File: src/rtl/giant_mux_arbiter.sv
// Round-robin owner arbiter for the constant/pass-through mux Selection lines.
// Optional hold timeout is enabled by defining GMUX_ARB_TIMEOUT_EN.

module giant_mux_arbiter_lane #(
  parameter int MAX_SEL = 10
) (
  input  logic       req,
  input  logic [3:0] sel,
  output logic       elig,
  output logic       bad
);
  logic legal;
  assign legal = int'(sel) <= MAX_SEL;
  assign elig  = req & legal;
  assign bad   = req & ~legal;
endmodule

module giant_mux_arbiter #(
  parameter int NUM_REQ     = 4,
  parameter int DEFAULT_SEL = 0,
  parameter int MAX_SEL     = 10,
  parameter int MAX_HOLD    = 16
) (
  input  logic                 Clk,
  input  logic                 Rst_n,
  input  logic [NUM_REQ-1:0]   Req,
  input  logic [4*NUM_REQ-1:0] SelReq,
  input  logic [NUM_REQ-1:0]   Done,
  output logic [NUM_REQ-1:0]   Grant,
  output logic [3:0]           Selection,
  output logic [2:0]           Owner,
  output logic                 Busy,
  output logic                 SelErr,
  output logic                 Timeout
);
  localparam int IW = (NUM_REQ > 1) ? $clog2(NUM_REQ) : 1;
  localparam logic [3:0] DSEL = 4'(DEFAULT_SEL);

  if (NUM_REQ < 2 || NUM_REQ > 8 || MAX_HOLD < 1) begin : g_bad_cfg
    $error("giant_mux_arbiter: unsupported NUM_REQ/MAX_HOLD");
  end

  typedef enum logic {IDLE, HOLD} state_t;

  state_t                    state;
  logic [NUM_REQ-1:0][3:0]   sel_v;
  logic [NUM_REQ-1:0]        elig, bad;
  logic [IW-1:0]             ptr, own, win, nxt_ptr;
  logic                      found, rel, to_hit, drop;

  assign sel_v = SelReq;

  for (genvar i = 0; i < NUM_REQ; i++) begin : g_lane
    giant_mux_arbiter_lane #(.MAX_SEL(MAX_SEL)) u_lane (
      .req  (Req[i]),
      .sel  (sel_v[i]),
      .elig (elig[i]),
      .bad  (bad[i])
    );
  end

  // First eligible index at or after ptr, wrapping modulo NUM_REQ.
  function automatic logic [IW:0] rr_pick(input logic [NUM_REQ-1:0] e, input logic [IW-1:0] p);
    logic [IW:0] r;
    int j;
    r = '0;
    for (int k = 0; k < NUM_REQ; k++) begin
      j = int'(p) + k;
      if (j >= NUM_REQ) j = j - NUM_REQ;
      if (!r[IW] && e[j]) r = {1'b1, IW'(j)};
    end
    return r;
  endfunction

  assign {found, win} = rr_pick(elig, ptr);
  assign rel     = Done[own] | ~Req[own];
  assign nxt_ptr = (own == IW'(NUM_REQ - 1)) ? '0 : own + 1'b1;
  assign Owner   = 3'(own);

`ifdef GMUX_ARB_TIMEOUT_EN
  localparam int CW = (MAX_HOLD > 1) ? $clog2(MAX_HOLD + 1) : 1;
  logic [CW-1:0] hold_cnt;
  // A same-cycle Done wins over expiry, so no Timeout pulse then.
  assign to_hit = (hold_cnt == CW'(MAX_HOLD - 1)) & ~rel;

  always_ff @(posedge Clk or negedge Rst_n) begin
    if (!Rst_n)                   hold_cnt <= '0;
    else if (state == IDLE)       hold_cnt <= '0;
    else if (!drop)               hold_cnt <= hold_cnt + 1'b1;
  end
`else
  assign to_hit = 1'b0;
`endif

  assign drop = rel | to_hit;

  always_ff @(posedge Clk or negedge Rst_n) begin
    if (!Rst_n) begin
      state     <= IDLE;
      Grant     <= '0;
      Selection <= DSEL;
      own       <= '0;
      ptr       <= '0;
      Busy      <= 1'b0;
      SelErr    <= 1'b0;
      Timeout   <= 1'b0;
    end else begin
      SelErr  <= 1'b0;
      Timeout <= 1'b0;
      case (state)
        IDLE: begin
          SelErr <= |bad;
          if (found) begin
            state     <= HOLD;
            Grant     <= NUM_REQ'(1) << win;
            Selection <= sel_v[win];
            own       <= win;
            Busy      <= 1'b1;
          end
        end
        HOLD: begin
          // Release always lands in IDLE, giving the mux one settle cycle.
          if (drop) begin
            state     <= IDLE;
            Grant     <= '0;
            Selection <= DSEL;
            Busy      <= 1'b0;
            ptr       <= nxt_ptr;
            Timeout   <= to_hit;
          end
        end
        default: state <= IDLE;
      endcase
    end
  end
endmodule

File: config.mk
export PLATFORM = sky130hd
export DESIGN_NAME = giant_mux_arbiter
export DESIGN_NICKNAME = d
export VERILOG_FILES = /design/src/rtl/giant_mux_arbiter.sv
export SDC_FILE = /design/constraint.sdc
export NUM_CORES = 1
export LEC_CHECK = 0
export CAP_MARGIN = 20
export CORE_ASPECT_RATIO = 1.2
export CORE_MARGIN = 5
export CORE_UTILIZATION = 29
export CTS_BUF_LIST = sky130_fd_sc_hd__clkbuf_16
export DETAILED_ROUTE_END_ITERATION = 8
export PLACE_DENSITY = 0.57
export RECOVER_POWER = 25
export SYNTH_ARGS = -nofsm -noshare
export SYNTH_HDL_FRONTEND = slang
export SYNTH_SLANG_ARGS = --single-unit
export TNS_END_PERCENT = 50
File: constraint.sdc
create_clock -name Clk -period 4.8 [get_ports Clk]
set_input_delay 0.72 -clock Clk [delete_from_list [all_inputs] [get_ports Clk]]
set_output_delay 0.72 -clock Clk [all_outputs]
set_load 0.01 [all_outputs]
# Word level (Yosys, flattened, before mapping)

Index checks and enable logic that the tools add are counted.

Flip-flop bits (word level): 15
Word-level logic and storage cells: 97
Input bits: 26

Multiplexer cells: 39
Shift operators: 1
Reductions and logical operators: 10
$add $sub $neg: 8
Equal/unequal tests: 3
Order comparisons: 14
Bitwise gates (word level): 15

Operators with widths:

| operator                                            | number |
|---|---|
| < comparator 32 x 4 -> 1 bit, second input constant | 4 |
| 2-to-1 mux 32 bit                                   | 4 |
| <= comparator 4 bit, second input constant          | 4 |
| 2-to-1 mux 4 bit                                    | 4 |
| case mux 4 bit (2 select lines)                     | 2 |
| 2-to-1 mux 1 bit                                    | 15 |
| binary-select mux 1 bit (select 2 bit)              | 6 |
| 2-to-1 mux 3 bit                                    | 4 |
| subtractor 3 x 3 -> 4 bit, second input constant    | 3 |
| >= comparator 3 bit, second input constant          | 3 |
| bitwise AND 1 bit                                   | 8 |
| binary-select mux 4 bit (select 2 bit)              | 1 |
| adder 2 x 2 -> 3 bit, second input constant         | 2 |
| < comparator 2 x 3 -> 1 bit, second input constant  | 2 |
| NOT 1 bit                                           | 6 |
| AND reduction 2 bit                                 | 3 |
| case mux 1 bit (2 select lines)                     | 2 |
| OR reduction 4 bit                                  | 1 |
| << shifter 1 x 2 -> 4 bit, first input constant     | 1 |
| subtractor 2 x 3 -> 4 bit, second input constant    | 1 |
| adder 2 x 1 -> 3 bit, second input constant         | 1 |
| >= comparator 2 x 3 -> 1 bit, second input constant | 1 |
| logical AND 1 bit                                   | 3 |
| zero test 1 bit                                     | 3 |
| 6 further kinds                                     | 6 |

# Logic depth before layout (Yosys ltp)

Depth in word-level cells: 19
Depth in mapped cells: 7

# By module

Synthesis repeated with hierarchy kept, for this count alone.

Cells, all modules: 97
Area total of the unflattened synthesis: 969.7 µm²

By module, submodules not included:

| module                 | instances | cells an instance | sequential area each (µm²) | area each (µm²) |
|---|---|---|---|---|
| giant_mux_arbiter      | 1         | 85                | 375.4                      | 884.6 |
| giant_mux_arbiter_lane | 4         | 3                 | 0.0                        | 21.3 |

# Worst setup path after synthesis

Ideal clock, no wire load.

Path kind: input-to-reg
From: input SelReq[0]
To: register Selection[0]
Stages on the path: 7
Path slack: 2.726 ns
Path buffers: 1
Arrival time: 1.942 ns
Cell sequence: a21o_1 -> a21bo_1 -> o31a_1 -> nand3_2 -> buf_6 -> mux2i_1 -> o221ai_2

Longest elaborated chain between the ends: 19

RTL lines:

| item                                                 | RTL line | source |
|---|---|---|
| from (decl)                                          | 27       | `input logic [4*NUM_REQ-1:0] SelReq,` |
| <= comparator 4 bit                                  | 13       | `assign legal = int'(sel) <= MAX_SEL;` |
| bitwise AND 1 bit                                    | 14       | `assign elig = req & legal;` |
| binary-select mux 1 bit (select 2 bit)               | 70       | `if (!r[IW] && e[j]) r = {1'b1, IW'(j)};` |
| 2-to-1 mux 1 bit (not written as such) (2 in series) | 70       |  |
| 2-to-1 mux 3 bit                                     | 70       |  |
| zero test 1 bit                                      | 70       |  |
| logical AND 1 bit                                    | 70       |  |
| 2-to-1 mux 3 bit                                     | 70       |  |
| [2 not listed]                                       | -        |  |
| 2-to-1 mux 3 bit                                     | 70       |  |
| zero test 1 bit                                      | 70       |  |
| logical AND 1 bit                                    | 70       |  |
| 2-to-1 mux 3 bit                                     | 70       |  |
| binary-select mux 4 bit (select 2 bit)               | 116      | `Selection <= sel_v[win];` |
| 2-to-1 mux 4 bit (not written as such)               | 116      |  |
| 2-to-1 mux 4 bit                                     | 113      | `if (found) begin` |
| case mux 4 bit (2 select lines)                      | 110      | `case (state)` |
| to (signal assigned)                                 | 116      |  |
| to (decl)                                            | 30       | `output logic [3:0] Selection,` |

Several ways; a longest one is shown, not always the timed one. The select of a mux whose other input is x is not followed.
A chain may end at the register's enable or synchronous reset.

# Final worst setup path

From: input SelReq[8]
To: register Selection[2]

Longest elaborated chain between the ends: 19

RTL lines:

| item                                                 | RTL line |
|---|---|
| <= comparator 4 bit *                                | 13 |
| bitwise AND 1 bit *                                  | 14 |
| binary-select mux 1 bit (select 2 bit)               | 70 |
| 2-to-1 mux 1 bit (not written as such) (2 in series) | 70 |
| 2-to-1 mux 3 bit                                     | 70 |
| zero test 1 bit                                      | 70 |
| logical AND 1 bit                                    | 70 |
| 2-to-1 mux 3 bit                                     | 70 |
| [2 not listed]                                       | - |
| 2-to-1 mux 3 bit                                     | 70 |
| zero test 1 bit                                      | 70 |
| logical AND 1 bit                                    | 70 |
| 2-to-1 mux 3 bit *                                   | 70 |
| binary-select mux 4 bit (select 2 bit)               | 116 |
| 2-to-1 mux 4 bit (not written as such)               | 116 |
| 2-to-1 mux 4 bit                                     | 113 |
| case mux 4 bit (2 select lines)                      | 110 |

Mark *: on every way between the ends. The rest lies on a longest branch, timed or not. The select of a mux whose other input is x is not followed.

==> flow_summary_export.csv <==
group,metric,value,unit
global_routing,grt_pass1_wl,4640,um
drt,ant_nets,0,
sta,tightestPinTransition,0.686,ns
floorplanning,start_util,29.7,%
drt,drt-total-wl,2670,um
cts,cts_htree_levels,1,
worst_setup_path,start_kind,"input pin",
placed_design,dpl.hpwl,2210,um
floorplanning,fp-row-count,23,
sta,rsz0062_at_grt,"no",
placed_design,io_buffer_count,37,
logic_synthesis,yosys_register_bits,15,
sta,finClkSkew,0.00395,ns
cts,cts_setup_buffers,0,
cts,cts_tree,"yes",
power_and_ir_drop,vdd_drop_max,304,uV
finish,most-common-layout-cells,"clkdlybuf4s50_1 (36), dfrtp_1 (15), nand2_1 (15)",
finish,drive_above_1_share,12.4,%
worst_setup_path,worst_r2r_endpoint,"Selection[3]$_DFFE_PN0P_",
logic_synthesis,synth_top_area_share,38.5,%
worst_setup_path,reg2regPathDepth,6,
drt,dr_wl_met2,1280,um
floorplanning,ios,40,
cts,cts_root_buf,"clkbuf_16",
sta,timing.hold.ws,0.485,ns
sta,drv_slew,0,
logic_synthesis,syn_area,975,um^2
global_routing,grt_pass1_vias,966,
sta,finalCritPeriodShare,52.1,%
sta,layout_setup_ws,2.30,ns
power_and_ir_drop,power.leakage,0.638,nW
worst_setup_path,end_kind,"flop",
sta,setup_viol,0,
placed_design,dp_cells,170,
drt,dr.pass1.iters,4,
worst_setup_path,rrSetupSlack,3.01,ns
global_routing,antenna_found_initial,0,
worst_setup_path,slowest_delay,0.46,ns
cts,cts_hold_buf,0,
global_routing,globalRouteTotalUtil,12.5,%
finish,fin_cells,174,
logic_synthesis,synth_area_leaders,"dfrtp_1 (39%), mux2i_1 (8.2%), o221ai_2 (6.2%)",
drt,met3WireLength,207,um
drt,dr.max_layer_used,"met4",
global_routing,grt_max_degree,16,
placed_design,routabilityCongestion,0.908,
worst_setup_path,startpoint,"SelReq[8]",
logic_synthesis,synth_top_area_cell,"dfrtp_1",
job,drv_cap,0,
sta,fmax,0.400,GHz
worst_setup_path,critPathMaxFanout,12,
finish,nFillCells,332,
hold_path,hold_class,"reg -> reg",
worst_setup_path,worstPathRequired,4.90,ns
finish,mostFrequentLayoutCell,"clkdlybuf4s50_1",
logic_synthesis,netlist-cell-type-count,41,
finish,area_growth,47.0,%
drt,wl_met1,1140,um
cts,clkLatencyLatePin,0.24,ns
worst_setup_path,cp.arrival,2.61,ns
logic_synthesis,ys.warnings.count,0,
floorplanning,core,3280,um^2
sta,finalSetupTns,0,ns
finish,n_antenna_cell,0,
worst_setup_path,cp_cell_sequence,"clkdlybuf4s50_1 -> a21oi_2 -> o21ai_2 -> or3_1 -> nand3_2 -> mux2i_1 -> o221ai_2",
worst_setup_path,setup.worst_path.class,"in -> reg",
drt,vias,893,
floorplanning,fp.dieH,73.5,um
sta,period_needed,2.50,ns
cts,cts_sinks,15,
cts,ctsResizeCount,0,
power_and_ir_drop,power_density,525,nW/um^2
logic_synthesis,syn_area_per_cell,9.75,um^2
drt,via_per_inst,5.13,
floorplanning,die_x,62.9,um
logic_synthesis,yosysSeqAreaShare,38.5,%
cts,clockBufferDepth,2,
worst_setup_path,critical_path.slowest_cell,"clkdlybuf4s50_1",
global_routing,overflow,0,
drt,wire_per_inst,15.4,um
worst_setup_path,reg2reg_from,"ptr[1]$_DFFE_PN0P_",
sta,slew_headroom,54.1,%
drt,drt-initial-drc-count,36,
floorplanning,die_area,4620,um^2
sta,hold_viol,0,
drt,drc,0,
worst_setup_path,endpoint,"Selection[2]$_DFFE_PN0P_",
finish,nNetsFinal,165,
status,status,"complete, no violations",
cts,clkTransAtPathRegs,0.05,ns
cts,cts_buffers,3,
logic_synthesis,synth_cells,100,
placed_design,pre_cts_ws,2.06,ns
-- cell families after synthesis --
kind of cell	count (synthesis)	share of synthesized area, %
AOI/OAI and AO/OA	33	29.0
adders and majority gates	1	1.28
buffers and inverters	14	7.83
DFF	15	38.5
muxes	9	9.37
other	1	0.385
and+or+nand+nor	27	13.6
-- routing by layer --
| layer | vias up | track usage [%] |
|---|---|---|
| met5 | - | 0 |
| met2 | 41 | 20.3 |
| met4 | 0 | 4.72 |
| li1 | 434 | - |
| met3 | 4 | 3.98 |
| met1 | 414 | 15.5 |
-- worst max-delay path, delay by kind of cell --
kind / cells / cell delay, ns
simple gates: 2 / 0.65
compound gates: 3 / 0.45
mux: 1 / 0.32
buf+inv: 1 / 0.46
-- synth_stat cells, drive strengths merged --
library cell	count
nor3	1
a41o	1
nand3b	1
a21bo	2
mux2i	8
and2	1
o311ai	1
o21a	1
a311o	1
o221ai	4
a21o	3
o21ai	9
o31ai	1
inv	9
or2b	1
or3	1
a21oi	3
conb	1
mux2	1
o32a	1
ha	1
or2	1
a32oi	1
o2111ai	1
nor2	3
o31a	1
buf	5
a21boi	2
nand3	2
a31oi	1
nor3b	1
nand2	15
dfrtp	15
-- flip-flops by register name, summed over array words and instances (netlist names) --
| signal | count |
|---|---|
| Busy | 1 |
| Selection | 4 |
| own | 2 |
| SelErr | 1 |
| Grant | 4 |
| ptr | 2 |
| state | 1 |
-- through the flow --
| stage | total power [mW] | utilization [%] | area, um^2 |
|---|---|---|---|
| after floorplan | 0.452 | - | 978 |
| after global placement | 0.592 | 41.2 | 1350 |
| after detailed placement | 0.598 | 41.2 | 1350 |
| after CTS | 0.763 | 43.7 | 1430 |
| after global routing | 0.810 | 43.7 | 1430 |
| final | 0.752 | 43.7 | 1430 |
-- how the worst min path moves through the flow --
stage | end | startpoint | cells after the start | slack (ns)
5_1_grt | SelErr$_DFF_PN0_ | state$_DFF_PN0_ | 1 | 0.49
4_1_cts | SelErr$_DFF_PN0_ | state$_DFF_PN0_ | 1 | 0.48
6_report | Grant[0]$_DFFE_PN0P_ | Grant[0]$_DFFE_PN0P_ | 2 | 0.48
3_5_place_dp | SelErr$_DFF_PN0_ | state$_DFF_PN0_ | 1 | 0.47
3_3_place_gp | Selection[2]$_DFFE_PN0P_ | Selection[2]$_DFFE_PN0P_ | 2 | 0.47
2_1_floorplan | Busy$_DFFE_PN0P_ | Rst_n | 0 | 0.42
-- where the power goes --
| part | internal [mW] | switching (mW) | leakage, nW |
|---|---|---|---|
| Sequential | 0.184 | 0.0487 | 0.190 |
| Combinational | 0.187 | 0.170 | 0.408 |
| Clock | 0.111 | 0.0505 | 0.0409 |
| Total | 0.483 | 0.269 | 0.638 |
-- final cells by class --
type	instances	area [um^2]	area share, %
flip-flops and latches	15	375	26.2
repair buffers	37	370	25.9
inverters	9	33.8	2.36
well taps	37	46.3	3.23
clock inverters	1	5.00	0.349
multi-input cells	72	527	36.8
clock buffers	3	75.1	5.24
Note: power is estimated with default switching activity, not from simulation.
